### src/rtl/uart_rx_if.sv
// Serial-side and word-side signals of the UART receiver.
//   s_tick       : 16x-baud sampling tick, one clk wide
//   rx           : asynchronous serial line, idle high
//   data_out     : last received word, LSB = first bit received
//   rx_done_tick : one-clk pulse when the word and error flags update
//   frame_err    : stop bit of the last frame sampled low
//   parity_err   : parity mismatch on the last frame
//   busy         : receiver is inside a frame or waiting out a break
// master = receiver, slave = line driver / FIFO side.
interface uart_rx_if #(
   parameter int unsigned DATA_SIZE = 8
);
   logic                 s_tick;
   logic                 rx;
   logic [DATA_SIZE-1:0] data_out;
   logic                 rx_done_tick;
   logic                 frame_err;
   logic                 parity_err;
   logic                 busy;

   modport master (
      input  s_tick, rx,
      output data_out, rx_done_tick, frame_err, parity_err, busy
   );

   modport slave (
      output s_tick, rx,
      input  data_out, rx_done_tick, frame_err, parity_err, busy
   );
endinterface

### src/rtl/uart_rx.sv
// UART receiver, 16x oversampled, LSB-first frames.
// Ports:
//   clk     : system clock
//   reset_n : asynchronous active-low reset
//   bus     : uart_rx_if.master (s_tick, rx in; data_out, rx_done_tick,
//             frame_err, parity_err, busy out)
// Optional feature macro: UART_RX_PARITY_EN adds one parity bit after the
// data bits (sense set by PARITY_ODD); without it parity_err is constant 0.
module uart_rx #(
   parameter int unsigned DATA_SIZE      = 8,
   parameter int unsigned BIT_COUNT_SIZE = $clog2(DATA_SIZE + 1),
   parameter int unsigned PARITY_ODD     = 0
) (
   input logic     clk,
   input logic     reset_n,
   uart_rx_if.master bus
);

   localparam int unsigned SC_W = 4;

   typedef enum logic [2:0] {
      ST_IDLE   = 3'd0,
      ST_START  = 3'd1,
      ST_DATA   = 3'd2,
      ST_PARITY = 3'd3,
      ST_STOP   = 3'd4,
      ST_BREAK  = 3'd5
   } state_t;

   state_t                    state_q, state_d;
   logic                      busy_q;
   logic                      rx_meta, rx_s;
   logic [SC_W-1:0]           sample_count;
   logic [BIT_COUNT_SIZE-1:0] bit_count;
   logic [DATA_SIZE-1:0]      shift_q;
   logic [DATA_SIZE-1:0]      data_q;
   logic                      frame_err_q;
   logic                      parity_err_q;
   logic                      done_q;

   logic sc_clr_c, sc_inc_c, bc_clr_c, bc_inc_c, shift_en_c, commit_c;
   logic par_latch_c;

   logic mid_bit_c, last_bit_c;
   assign mid_bit_c  = (sample_count == SC_W'(15));
   assign last_bit_c = (bit_count == BIT_COUNT_SIZE'(DATA_SIZE - 1));

   // Two-flop synchronizer; idles high so reset never looks like a start bit.
   always_ff @(posedge clk or negedge reset_n) begin
      if (!reset_n) begin
         rx_meta <= 1'b1;
         rx_s    <= 1'b1;
      end else begin
         rx_meta <= bus.rx;
         rx_s    <= rx_meta;
      end
   end

   // State register; busy tracks the state that is being entered.
   always_ff @(posedge clk or negedge reset_n) begin
      if (!reset_n) begin
         state_q <= ST_IDLE;
         busy_q  <= 1'b0;
      end else if (bus.s_tick) begin
         state_q <= state_d;
         busy_q  <= (state_d != ST_IDLE);
      end
   end

   // Next-state logic.
   always_comb begin
      state_d = state_q;
      case (state_q)
         ST_IDLE:  if (!rx_s) state_d = ST_START;
         ST_START: if (sample_count == SC_W'(7)) state_d = rx_s ? ST_IDLE : ST_DATA;
         ST_DATA: begin
            if (mid_bit_c && last_bit_c) begin
`ifdef UART_RX_PARITY_EN
               state_d = ST_PARITY;
`else
               state_d = ST_STOP;
`endif
            end
         end
`ifdef UART_RX_PARITY_EN
         ST_PARITY: if (mid_bit_c) state_d = ST_STOP;
`endif
         ST_STOP:  if (mid_bit_c) state_d = rx_s ? ST_IDLE : ST_BREAK;
         ST_BREAK: if (rx_s) state_d = ST_IDLE;
         default:  state_d = ST_IDLE;
      endcase
   end

   // Datapath controls; only acted on when s_tick is high.
   always_comb begin
      sc_clr_c    = 1'b0;
      sc_inc_c    = 1'b0;
      bc_clr_c    = 1'b0;
      bc_inc_c    = 1'b0;
      shift_en_c  = 1'b0;
      commit_c    = 1'b0;
      par_latch_c = 1'b0;
      case (state_q)
         ST_IDLE: if (!rx_s) sc_clr_c = 1'b1;
         ST_START: begin
            if (sample_count == SC_W'(7)) begin
               if (!rx_s) begin
                  sc_clr_c = 1'b1;
                  bc_clr_c = 1'b1;
               end
            end else begin
               sc_inc_c = 1'b1;
            end
         end
         ST_DATA: begin
            if (mid_bit_c) begin
               shift_en_c = 1'b1;
               sc_clr_c   = 1'b1;
               bc_inc_c   = !last_bit_c;
            end else begin
               sc_inc_c = 1'b1;
            end
         end
`ifdef UART_RX_PARITY_EN
         ST_PARITY: begin
            if (mid_bit_c) begin
               par_latch_c = 1'b1;
               sc_clr_c    = 1'b1;
            end else begin
               sc_inc_c = 1'b1;
            end
         end
`endif
         ST_STOP: begin
            if (mid_bit_c) begin
               commit_c = 1'b1;
               sc_clr_c = 1'b1;
            end else begin
               sc_inc_c = 1'b1;
            end
         end
         default: ;
      endcase
   end

`ifdef UART_RX_PARITY_EN
   logic parity_bit;

   always_ff @(posedge clk or negedge reset_n) begin
      if (!reset_n)                         parity_bit <= 1'b0;
      else if (bus.s_tick && par_latch_c)   parity_bit <= rx_s;
   end
`else
   // Parity support compiled out; keep the parameter and control referenced.
   logic unused_parity;
   assign unused_parity = ^{1'(PARITY_ODD), par_latch_c};
`endif

   // Counters, shift register and committed frame.
   always_ff @(posedge clk or negedge reset_n) begin
      if (!reset_n) begin
         sample_count <= '0;
         bit_count    <= '0;
         shift_q      <= '0;
         data_q       <= '0;
         frame_err_q  <= 1'b0;
         parity_err_q <= 1'b0;
      end else if (bus.s_tick) begin
         if (sc_clr_c)      sample_count <= '0;
         else if (sc_inc_c) sample_count <= sample_count + SC_W'(1);
         if (bc_clr_c)      bit_count <= '0;
         else if (bc_inc_c) bit_count <= bit_count + BIT_COUNT_SIZE'(1);
         // Right shift so the first bit received ends up at the LSB.
         if (shift_en_c)    shift_q <= {rx_s, shift_q[DATA_SIZE-1:1]};
         if (commit_c) begin
            data_q      <= shift_q;
            frame_err_q <= ~rx_s;
`ifdef UART_RX_PARITY_EN
            parity_err_q <= ((^shift_q) ^ parity_bit) != 1'(PARITY_ODD);
`else
            parity_err_q <= 1'b0;
`endif
         end
      end
   end

   // Done pulse runs every clk so it is exactly one clk wide.
   always_ff @(posedge clk or negedge reset_n) begin
      if (!reset_n) done_q <= 1'b0;
      else          done_q <= bus.s_tick && commit_c;
   end

   assign bus.data_out     = data_q;
   assign bus.rx_done_tick = done_q;
   assign bus.frame_err    = frame_err_q;
   assign bus.parity_err   = parity_err_q;
   assign bus.busy         = busy_q;

endmodule

### src/flat_wrapper.sv
// flat-port wrapper written by rule: the top's interface ports become plain ports
module uart_rx_flat 
#(
   parameter int unsigned DATA_SIZE      = 8,
   parameter int unsigned BIT_COUNT_SIZE = $clog2(DATA_SIZE + 1),
   parameter int unsigned PARITY_ODD     = 0
)
  (clk, reset_n, bus_s_tick, bus_rx, bus_data_out, bus_rx_done_tick, bus_frame_err, bus_parity_err, bus_busy);
  uart_rx_if #(.DATA_SIZE(DATA_SIZE)) bus_i ();
  input logic clk;
  input logic reset_n;
  input wire logic [$bits(bus_i.s_tick)-1:0] bus_s_tick;
  input wire logic [$bits(bus_i.rx)-1:0] bus_rx;
  output wire logic [$bits(bus_i.data_out)-1:0] bus_data_out;
  output wire logic [$bits(bus_i.rx_done_tick)-1:0] bus_rx_done_tick;
  output wire logic [$bits(bus_i.frame_err)-1:0] bus_frame_err;
  output wire logic [$bits(bus_i.parity_err)-1:0] bus_parity_err;
  output wire logic [$bits(bus_i.busy)-1:0] bus_busy;
  assign bus_i.s_tick = bus_s_tick;
  assign bus_i.rx = bus_rx;
  assign bus_data_out = bus_i.data_out;
  assign bus_rx_done_tick = bus_i.rx_done_tick;
  assign bus_frame_err = bus_i.frame_err;
  assign bus_parity_err = bus_i.parity_err;
  assign bus_busy = bus_i.busy;
  uart_rx #(.DATA_SIZE(DATA_SIZE), .BIT_COUNT_SIZE(BIT_COUNT_SIZE), .PARITY_ODD(PARITY_ODD)) u_core (.clk(clk), .reset_n(reset_n), .bus(bus_i));
endmodule
### config.mk
export PLATFORM = sky130hd
export DESIGN_NAME = uart_rx_flat
export DESIGN_NICKNAME = d
export VERILOG_FILES = /design/src/rtl/uart_rx_if.sv /design/src/rtl/uart_rx.sv /design/src/flat_wrapper.sv
export SDC_FILE = /design/constraint.sdc
export NUM_CORES = 1
export LEC_CHECK = 0
export ABC_AREA = 1
export BUFFER_PORTS_ARGS = -buffer_cell sky130_fd_sc_hd__buf_2
export CAP_MARGIN = 5
export CORE_MARGIN = 5
export CORE_UTILIZATION = 30
export CTS_BUF_LIST = sky130_fd_sc_hd__clkbuf_16
export DETAILED_ROUTE_END_ITERATION = 12
export GPL_ROUTABILITY_DRIVEN = 0
export GPL_TIMING_DRIVEN = 0
export PLACE_DENSITY = 0.45
export REMOVE_ABC_BUFFERS = 1
export SETUP_SLACK_MARGIN = 0.15
export SYNTH_ARGS = -nofsm -noshare
export SYNTH_HDL_FRONTEND = slang
export SYNTH_SLANG_ARGS = --single-unit
### constraint.sdc
create_clock -name clk -period 1.95 [get_ports clk]
set_input_delay 0 -clock clk [delete_from_list [all_inputs] [get_ports clk]]
set_output_delay 0 -clock clk [all_outputs]
set_load 0.01 [all_outputs]
==> summary.txt, run 1 <==
Status
  • Outcome: finished clean

STA
  • Final setup margin: approximately 0.44 ns
  • Slew Viols, Final: 0
  • Final period util: 0.773
  • Relative slew slack: 0.514
  • Endpoints failing hold: 0
  • Setup tns final: 0 ns
  • Worst-margin pin slew: 0.729 ns
  • FMAX: 664 MHz
  • Unrepaired setup endpoints after global routing: false
  • Final Setup Violations: 0
  • Fin crit period: roughly 1.5 ns
  • Clock Skews: between 0.003 and 0.004 ns

Global route
  • Vias in the first global route: around 1200
  • Congestion Overflow GR: 0
  • Met3 Track Usage GR: 0.0314
  • Met1 GRT Util: 0.126
  • GRT Util Overall: 0.101
  • First-pass GRT wire length: around 5600 um
  • Largest net degree at the start of global routing: 33
  • Initial antenna violation count: 0
  • Most used routing layer: met2
  • GR Util met2: 0.152

Clocking
  • Root Driver: clkbuf_16
  • TritonCTS Sinks: 32
  • Clock Tree Buf Depth: 2
  • Number of H-tree levels: 2
  • Clk_lat worst skew: approximately 0.28 ns
  • Cts repair resizes: 0
  • TritonCTS Buffers: 5
  • CTS tree: yes
  • Clock transition at path regs: 0.05 ns

Worst setup path
  • Crit Path Category: reg2reg
  • Reg2Reg Depth: 8
  • Worst EP required: 2.12 ns
  • Crit. End Element: flop
  • Worst Setup SP: u_core.sample_count[0]
  • Reg-to-Reg Start: u_core.sample_count[0]
  • CP max FO: 5
  • Startpoint Class: flop
  • Critical path arrival: 1.67 ns

Routing
  • Vias: 1169
  • WL/cell: approximately 11 um
  • Routed wire length: 2970 um
  • Routed Antenna Nets: 0
  • DRC errors left: 0
  • Via-per-instance ratio: between 4 and 5
  • Drt first pass iters: 4
  • DRT iter0 DRCs: 25

Power and ir drop
  • P_leak: just over 1 nW
  • Max VDD drop: around 0.62 mV
  • Power per cell area: around 1200 nW/um^2

Floorplan
  • FP Rows: 27
  • # IOs: 16
  • Die Y: ~84 um
  • Core footprint: roughly 5400 um^2
  • Total die area: just over 7000 um^2
  • DIE WIDTH: ~84 um
  • Initial core utilization: 0.305

Synth
  • Yosys reg bits: 32
  • Netlist Area Pre-Place: about 1700 um^2
  • Post-synthesis sequential area ratio: 0.485
  • Yosys Warn Count: 0
  • Mapped Avg Cell Area: 9.00 um^2
  • Netlist cell types: 28
  • Syn Inst Count: approximately 180

Layout
  • Non-Filler Instances: 275
  • Commonest non-fill, non-tap cell in the layout: nand2_1
  • Fin nets: roughly 210
  • Reg area: 803 um^2
  • N_diodes: 0
  • Multi-input gate area: 711 um^2
  • Fillers: 556
  • Fraction of layout cells with a size suffix above 1: 0.300
  • Finished Core Util: 0.360
  • Most frequent cells in the layout: 41 x nand2_1, 30 x dfrtp_1, 23 x inv_1, 16 x nand3_1, 16 x nor2_1
  • Synth-to-Final Area Change: 18.3%

Placement
  • Detailed Place HPWL: a little over 2000 um
  • Placed Cells incl. Taps: between 200 and 300
  • Pre-CTS setup slack: ~0.42 ns
  • Count of buffers inserted at the top-level ports: 14

Min path
  • Hold Crit Depth: 3
  • Hold path start: bus_s_tick
  • HP Class: in2reg

Run
  • Max Cap Viol: 0
[state kept, by name, summed over array words and instances (netlist names)]
name / flops
u_core.rx_s: 1
u_core.bus.busy: 1
u_core.sample_count: 4
u_core.bus.frame_err: 1
u_core.rx_meta: 1
u_core.bit_count: 4
u_core.state_q: 3
u_core.bus.rx_done_tick: 1
u_core.bus.data_out: 8
u_core.shift_q: 8
[worst paths after layout]
path / slack [ns] / end
hold / removal: 0.13 / u_core.sample_count[1]
max in group asynchronous: 1.16 / u_core.shift_q[5]
min in group asynchronous: 0.32 / u_core.bus.rx_done_tick
hold reg to reg: 0.35 / u_core.rx_s
setup reg to reg: 0.44 / u_core.sample_count[1]
setup / recovery: 0.44 / u_core.sample_count[1]
[synthesized netlist by cell type, drive strengths merged]
library cell / instances / area [um^2]
inv: 26 / 97.6
o21ai: 20 / 156
ha: 2 / 25.0
nand2: 49 / 219
a31oi: 1 / 6.26
mux2i: 1 / 10.0
dfrtp: 30 / 751
clkbuf: 1 / 3.75
dfstp: 2 / 52.6
nand3: 19 / 125
o21a: 1 / 7.51
buf: 4 / 41.3
xor2: 1 / 8.76
conb: 1 / 3.75
a21oi: 3 / 26.3
nor2: 21 / 110
nand4: 2 / 12.5
[where the power goes]
part / internal, mW / leakage, nW / total (mW) / switching (mW)
sequential: 0.772 / 0.411 / 0.880 / 0.108
clock: 0.599 / 0.0798 / 0.892 / 0.292
combinational: 0.201 / 0.520 / 0.527 / 0.327
[critical path, stage by stage (launching register included)]
cell and delay, ns:
dfrtp_1 0.37, ha_1 0.29, nand2_1 0.10, nor2_2 0.12
nand3_2 0.12, nand3_1 0.14, nand2_1 0.12, nand3_1 0.10
nand2_1 0.05
[logic make-up (layout without fill, tap and decap cells)]
| logic type | after synthesis | count (layout) | synth area share |
|---|---|---|---|
| simple gates | 91 | 91 | 0.282 |
| flops | 32 | 32 | 0.485 |
| buf+inv | 31 | 50 | 0.0861 |
| compound gates | 25 | 25 | 0.119 |
| fa+ha+maj | 2 | 2 | 0.0151 |
| other cells | 1 | 1 | 0.00226 |
| xor+xnor | 1 | 1 | 0.00529 |
| mux | 1 | 1 | 0.00604 |
[layout make-up]
class	instances	share of cell area
flip-flops and latches	32	0.410
multi-input cells	121	0.363
clock buffers	5	0.0639
inverters	26	0.0498
repair buffers	16	0.0460
well taps	72	0.0460
clock inverters	3	0.0217
[layer usage]
layer  up-vias  wire length, um
met5         -                0
met4         0               75
met3         5               96
met2        13             1350
met1       538             1450
li1        613                -
[per-stage QoR]
stage / hold slack (ns) / cell area, um^2 / total power, mW
after floorplan: -0.296 / 1610 / 1.29
after global placement: 0.105 / 1770 / 1.43
after detailed placement: 0.106 / 1770 / 1.42
after CTS: 0.130 / 1960 / 2.34
after global routing: 0.160 / 1960 / 2.48
final: 0.133 / 1960 / 2.30
[what timing repair did]
item,in CTS,in global routing
endpoints found under the hold margin,31,0
setup buffers,0,0
hold buffers,2,0
Note: power is estimated with default switching activity, not from simulation.
==> run 2, diff against run 1 <==
- clock period: 1.95 -> 1.47 ns (I/O delays scaled with it)
==> run 2 against run 1 <==
Compared with the run above:
- count of clock-buffer cells in the layout did not move
- die area did not move
- critical path depth did not move
- global-route usage rose by 0.16 points
- via count rose by 9.3%
- maximum frequency rose by 5.4%
- highest routed layer unchanged
- register-to-register slack got worse by 0.40 ns
- clock power rose by 33%
- hold slack improved by 0.0051 ns
- routed wire length rose by 19%
- worst setup slack got worse by 0.40 ns
==> summary.txt, run 2 (synthesis results as in run 1) <==
Floorplan
  • Total die area: 7110 um^2 (unchanged)
  • # IOs: 16 (unchanged)
  • DIE WIDTH: 84.3 um (unchanged)
  • FP Rows: 27 (unchanged)
  • Die Y: 84.3 um (unchanged)
  • Initial core utilization: 0.305 (unchanged)
  • Core footprint: 5440 um^2 (unchanged)

Global route
  • GRT Util Overall: 0.103 (+0.00161)
  • Initial antenna violation count: 0 (unchanged)
  • First-pass GRT wire length: 5730 um (+1.5%)
  • Congestion Overflow GR: 0 (unchanged)
  • Largest net degree at the start of global routing: 33 (unchanged)
  • Vias in the first global route: 1259 (+2.9%)

Worst setup path
  • Crit. End Element: flop
  • CP max FO: 5 (unchanged)
  • Crit Path Category: reg2reg
  • Startpoint Class: flop
  • Worst EP required: 1.64 ns (-0.48 ns)
  • Critical path arrival: 1.60 ns (-0.07 ns)

Placement
  • Placed Cells incl. Taps: 265 (unchanged)
  • Count of buffers inserted at the top-level ports: 14 (unchanged)
  • Detailed Place HPWL: 2050 um (unchanged)
  • Cell Area, Placed: 1770 um^2 (unchanged)

Layout
  • Fin nets: 227 (+9.1%)
  • Fillers: 530 (-4.7%)
  • N_diodes: 0 (unchanged)
  • Fraction of layout cells with a size suffix above 1: 0.491 (+0.190)
  • Most frequent cells in the layout: 30 x dfrtp_1, 25 x nand2_1, 21 x inv_1, 16 x o21ai_2
  • Synth-to-Final Area Change: 40.4%
  • Commonest non-fill, non-tap cell in the layout: dfrtp_1
  • Fin area: 2330 um^2 (+19%)
  • Non-Filler Instances: 294 (+6.9%)

STA
  • Setup tns final: 0 ns (unchanged)
  • Slew Viols, Final: 0 (unchanged)
  • Final Setup Violations: 0 (unchanged)
  • Worst-margin pin slew: 0.730 ns (+0.000959 ns)
  • Smallest hold slack: 0.138 ns (+0.00508 ns)
  • Relative slew slack: 0.513 (-0.000639)
  • Endpoints failing hold: 0 (unchanged)
  • FMAX: 699 MHz (+5.4%)
  • Fin crit period: 1.43 ns (-0.0768 ns)
  • Unrepaired setup endpoints after global routing: true
  • Clock Skews: 0.00606 ns (+0.00219 ns)
  • Final period util: 0.973 (+0.200)

Power and ir drop
  • Comb pwr share: 0.284 (+0.055)
  • Sw Pwr: 1.11 mW (+52%)
  • P_leak: 1.11 nW (+9.6%)
  • Fraction of power spent switching nets: 0.333 (+0.0167)
  • Clock power frac: 0.359 (-0.029)
  • Max VDD drop: 0.838 mV (+36%)
  • Power share of the sequential group: 0.357 (-0.026)
  • Int Pwr: 2.22 mW (+41%)
  • Power per cell area: 1430 nW/um^2 (+22%)

Clocking
  • Clock transition at path regs: 0.06 ns (about the same)
  • CTS tree: yes
  • Root Driver: clkbuf_16
  • Clk_lat worst skew: 0.28 ns (about the same)
  • Clock Tree Buf Depth: 2 (unchanged)
  • TritonCTS Sinks: 32 (unchanged)
  • Number of H-tree levels: 2 (unchanged)
  • TritonCTS Buffers: 5 (unchanged)

Routing
  • Routed Antenna Nets: 0 (unchanged)
  • DRT iter0 DRCs: 37 (+48%)
  • WL/cell: 12.0 um (+11%)
  • Vias: 1278 (+9.3%)
  • Routed wire length: 3540 um (+19%)
  • Via-per-instance ratio: 4.35 (+2.3%)
  • Drt first pass iters: 4 (unchanged)
  • DRC errors left: 0 (unchanged)

Run
  • Max Cap Viol: 0 (unchanged)

Min path
  • HP Class: in2reg

Status
  • Outcome: finished clean
run 2: changes by cell type in the layout (fill, tap and decap cells not counted), sizes merged:
cell	change
buf	+16
nand2	+3
run 2: layout make-up:
type	instances	area [um^2]	share of cell area
clock inverters	3	42.5	0.0183
flip-flops and latches	32	803	0.345
inverters	26	100	0.0430
clock buffers	5	125	0.0538
well taps	72	90.1	0.0387
repair buffers	32	239	0.103
multi-input cells	124	926	0.398
run 2: repair_timing:
item,CTS,global route
hold buffers,2,0
hold endpoints to repair,31,0
pin swaps,3,11
setup endpoints to repair,30,30
gates resized for setup,13,36
cloned,0,3
buffers inserted,4,12
run 2: stage by stage:
step | power, mW | worst slack (ns) | utilization
after floorplan | 1.72 | 0.149 | -
after global placement | 1.90 | -0.0806 | 0.326
after detailed placement | 1.89 | -0.0635 | 0.326
after CTS | 3.22 | 0.108 | 0.374
after global routing | 3.57 | -0.0395 | 0.428
final | 3.33 | 0.0400 | 0.428
run 2: final timing paths:
| check | startpoint | to | slack [ns] | cells past startpoint |
|---|---|---|---|---|
| worst max-delay path | u_core.sample_count[1] | u_core.bus.data_out[2] | 0.04 | 8 |
| worst min-delay path | bus_s_tick | u_core.state_q[1] | 0.14 | 2 |
| worst max register to register | u_core.sample_count[1] | u_core.bus.data_out[2] | 0.04 | 8 |
| worst min register to register | u_core.rx_meta | u_core.rx_s | 0.35 | 0 |
| max in group asynchronous | reset_n | u_core.bit_count[1] | 0.68 | 2 |
| min in group asynchronous | reset_n | u_core.sample_count[3] | 0.31 | 2 |
run 2: per-layer routing:
metal,share of wire,vias to the layer above,wire [um],global-route usage
li1,-,659,-,-
met1,0.47,596,1680,0.126
met2,0.48,18,1680,0.157
met3,0.029,5,101,0.0314
met4,0.021,0,75,0.0614
met5,0,-,0,0
run 2: worst max-delay path, cell delays in order (launching register included):
cell	delay [ns]
dfrtp_1	0.39
ha_4	0.18
nand3_4	0.14
nor2_8	0.17
buf_12	0.13
buf_12	0.12
nand2_8	0.07
nand2_1	0.08
o21ai_2	0.05
run 2: power groups by stage:
stage               logic, mW  clock network [mW]  registers [mW]
floorplan               0.548                   0            1.17
global placement        0.709                   0            1.19
detailed placement      0.706                   0            1.18
CTS                     0.814                1.22            1.18
global route             1.08                1.27            1.21
finish                  0.945                1.19            1.19
==> run 3, diff against run 2 <==
- RECOVER_POWER: unset -> 100
==> run 3 against run 2 <==
Compared with the run above:
- die area unchanged
- first-iteration DRC count decreased by 8.1%
- largest cell class unchanged
- final area decreased by 0.59%
- routed wire length about the same
==> summary.txt, run 3 (synthesis results as in run 1) <==
Status
  • Outcome: finished clean

Floorplan
  • Total die area: 7110 um^2 (unchanged)
  • Core footprint: 5440 um^2 (unchanged)
  • Die Y: 84.3 um (unchanged)
  • Initial core utilization: 0.305 (unchanged)
  • FP Rows: 27 (unchanged)
  • DIE WIDTH: 84.3 um (unchanged)
  • # IOs: 16 (unchanged)

STA
  • Final period util: 0.973 (about the same)
  • Endpoints failing hold: 0 (unchanged)
  • Final Setup Violations: 0 (unchanged)
  • Final setup margin: 0.0399 ns (-0.000146 ns)
  • Worst-margin pin slew: 0.812 ns (+0.0822 ns)
  • Smallest hold slack: 0.138 ns (-0.000289 ns)
  • Fin crit period: 1.43 ns (+0.000146 ns)
  • Clock Skews: 0.00587 ns (-0.000192 ns)
  • Relative slew slack: 0.458 (-0.0548)
  • Unrepaired setup endpoints after global routing: true
  • FMAX: 699 MHz (about the same)
  • Slew Viols, Final: 0 (unchanged)

Clocking
  • TritonCTS Sinks: 32 (unchanged)
  • Root Driver: clkbuf_16
  • CTS tree: yes
  • Clock Tree Buf Depth: 2 (unchanged)
  • Clk_lat worst skew: 0.28 ns (about the same)
  • Number of H-tree levels: 2 (unchanged)
  • Clock transition at path regs: 0.06 ns (about the same)
  • TritonCTS Buffers: 5 (unchanged)

Power and ir drop
  • Clock power frac: 0.359 (about the same)
  • Power per cell area: 1440 nW/um^2 (+0.40%)
  • Sw Pwr: 1.11 mW (+0.14%)
  • Fraction of power spent switching nets: 0.334 (+0.00111)
  • P_leak: 1.06 nW (-4.1%)
  • Max VDD drop: 0.838 mV (about the same)
  • Power share of the sequential group: 0.358 (about the same)
  • Power Total: 3.32 mW (-0.19%)
  • Comb pwr share: 0.282 (-0.002)
  • Int Pwr: 2.21 mW (-0.36%)

Routing
  • Routed Antenna Nets: 0 (unchanged)
  • WL/cell: 12.0 um (about the same)
  • Via-per-instance ratio: 4.34 (about the same)
  • Vias: 1277 (-0.078%)
  • DRC errors left: 0 (unchanged)
  • Routed wire length: 3540 um (about the same)
  • DRT iter0 DRCs: 34 (-8.1%)
  • Drt first pass iters: 4 (unchanged)

Placement
  • Detailed Place HPWL: 2050 um (unchanged)
  • Pre-CTS setup slack: -0.0635 ns (unchanged)
  • Count of buffers inserted at the top-level ports: 14 (unchanged)

Layout
  • N_diodes: 0 (unchanged)
  • Fin nets: 227 (unchanged)
  • Multi-input gate area: 926 um^2 (unchanged)
  • Fraction of layout cells with a size suffix above 1: 0.441 (-0.0495)
  • Most frequent cells in the layout: 30 x dfrtp_1, 25 x nand2_1, 21 x inv_1, 16 x o21ai_2, 14 x nand2_2
  • Synth-to-Final Area Change: 39.6%
  • Commonest non-fill, non-tap cell in the layout: dfrtp_1
  • Reg area: 803 um^2 (unchanged)
  • Fillers: 537 (+1.3%)

Worst setup path
  • Crit Path Category: reg2reg
  • Crit. End Element: flop
  • Critical path arrival: 1.60 ns (about the same)
  • Worst EP required: 1.64 ns (about the same)
  • Startpoint Class: flop
  • CP max FO: 5 (unchanged)

Global route
  • Vias in the first global route: 1259 (unchanged)
  • Initial antenna violation count: 0 (unchanged)
  • Congestion Overflow GR: 0 (unchanged)
  • GRT Util Overall: 0.103 (unchanged)
  • First-pass GRT wire length: 5730 um (unchanged)
  • Largest net degree at the start of global routing: 33 (unchanged)

Run
  • Max Cap Viol: 0 (unchanged)

Min path
  • HP Class: in2reg
run 3: cell count changes in the layout (fill, tap and decap cells not counted), sizes merged:
cell,previous run,this run
buf,30,18
clkbuf,5,17
run 3: final cells by class:
class	count	area share
Multi-Input combinational cell	124	0.400
Sequential cell	32	0.347
Timing Repair Buffer	32	0.0974
Clock buffer	5	0.0541
Inverter	26	0.0433
Tap cell	72	0.0390
Clock inverter	3	0.0184
run 3: final timing paths:
check | cells after the start | start | slack [ns] | end
worst max-delay path | 8 | u_core.sample_count[1] | 0.04 | u_core.bus.data_out[2]
worst min-delay path | 2 | bus_s_tick | 0.14 | u_core.state_q[1]
worst max register to register | 8 | u_core.sample_count[1] | 0.04 | u_core.bus.data_out[2]
worst min register to register | 0 | u_core.rx_meta | 0.35 | u_core.rx_s
max in group asynchronous | 2 | reset_n | 0.60 | u_core.bit_count[1]
min in group asynchronous | 2 | reset_n | 0.34 | u_core.sample_count[3]
run 3: power by group through the flow:
stage / registers [mW] / clock network [mW] / logic, mW
after floorplan: 1.17 / 0 / 0.548
after global placement: 1.19 / 0 / 0.709
after detailed placement: 1.18 / 0 / 0.706
after CTS: 1.18 / 1.22 / 0.814
after global routing: 1.22 / 1.27 / 1.07
final: 1.19 / 1.19 / 0.938
run 3: repair_timing:
item,CTS,global route
gates resized for setup,13,36
pin swaps,3,11
endpoints found under the setup margin,30,30
hold buffers,2,0
hold endpoints to repair,31,0
cloned,0,3
buffers inserted,4,12
run 3: through the flow:
step | instances | setup TNS, ns | instance area [um^2] | utilization
6_report | 294 | 0 | 2310 | 0.425
5_1_grt | 294 | -0.267 | 2310 | 0.425
4_1_cts | 279 | 0 | 2030 | 0.374
3_5_place_dp | 265 | -0.220 | 1770 | 0.326
3_3_place_gp | 265 | -0.307 | 1770 | 0.326
2_1_floorplan | 179 | 0 | 1610 | -
run 3: layer usage:
metal | vias to the layer above | part of all wire | GRT usage
met4 | 0 | 0.021 | 0.0614
met5 | - | 0 | 0
met1 | 595 | 0.47 | 0.126
met3 | 5 | 0.029 | 0.0314
met2 | 18 | 0.48 | 0.157
li1 | 659 | - | -
run 3: critical path, cell delays in order (launching register included):
cell     delay, ns
dfrtp_1       0.39
ha_4          0.18
nand3_4       0.14
nor2_8        0.17
buf_12        0.13
buf_12        0.12
nand2_8       0.07
nand2_1       0.08
o21ai_2       0.05
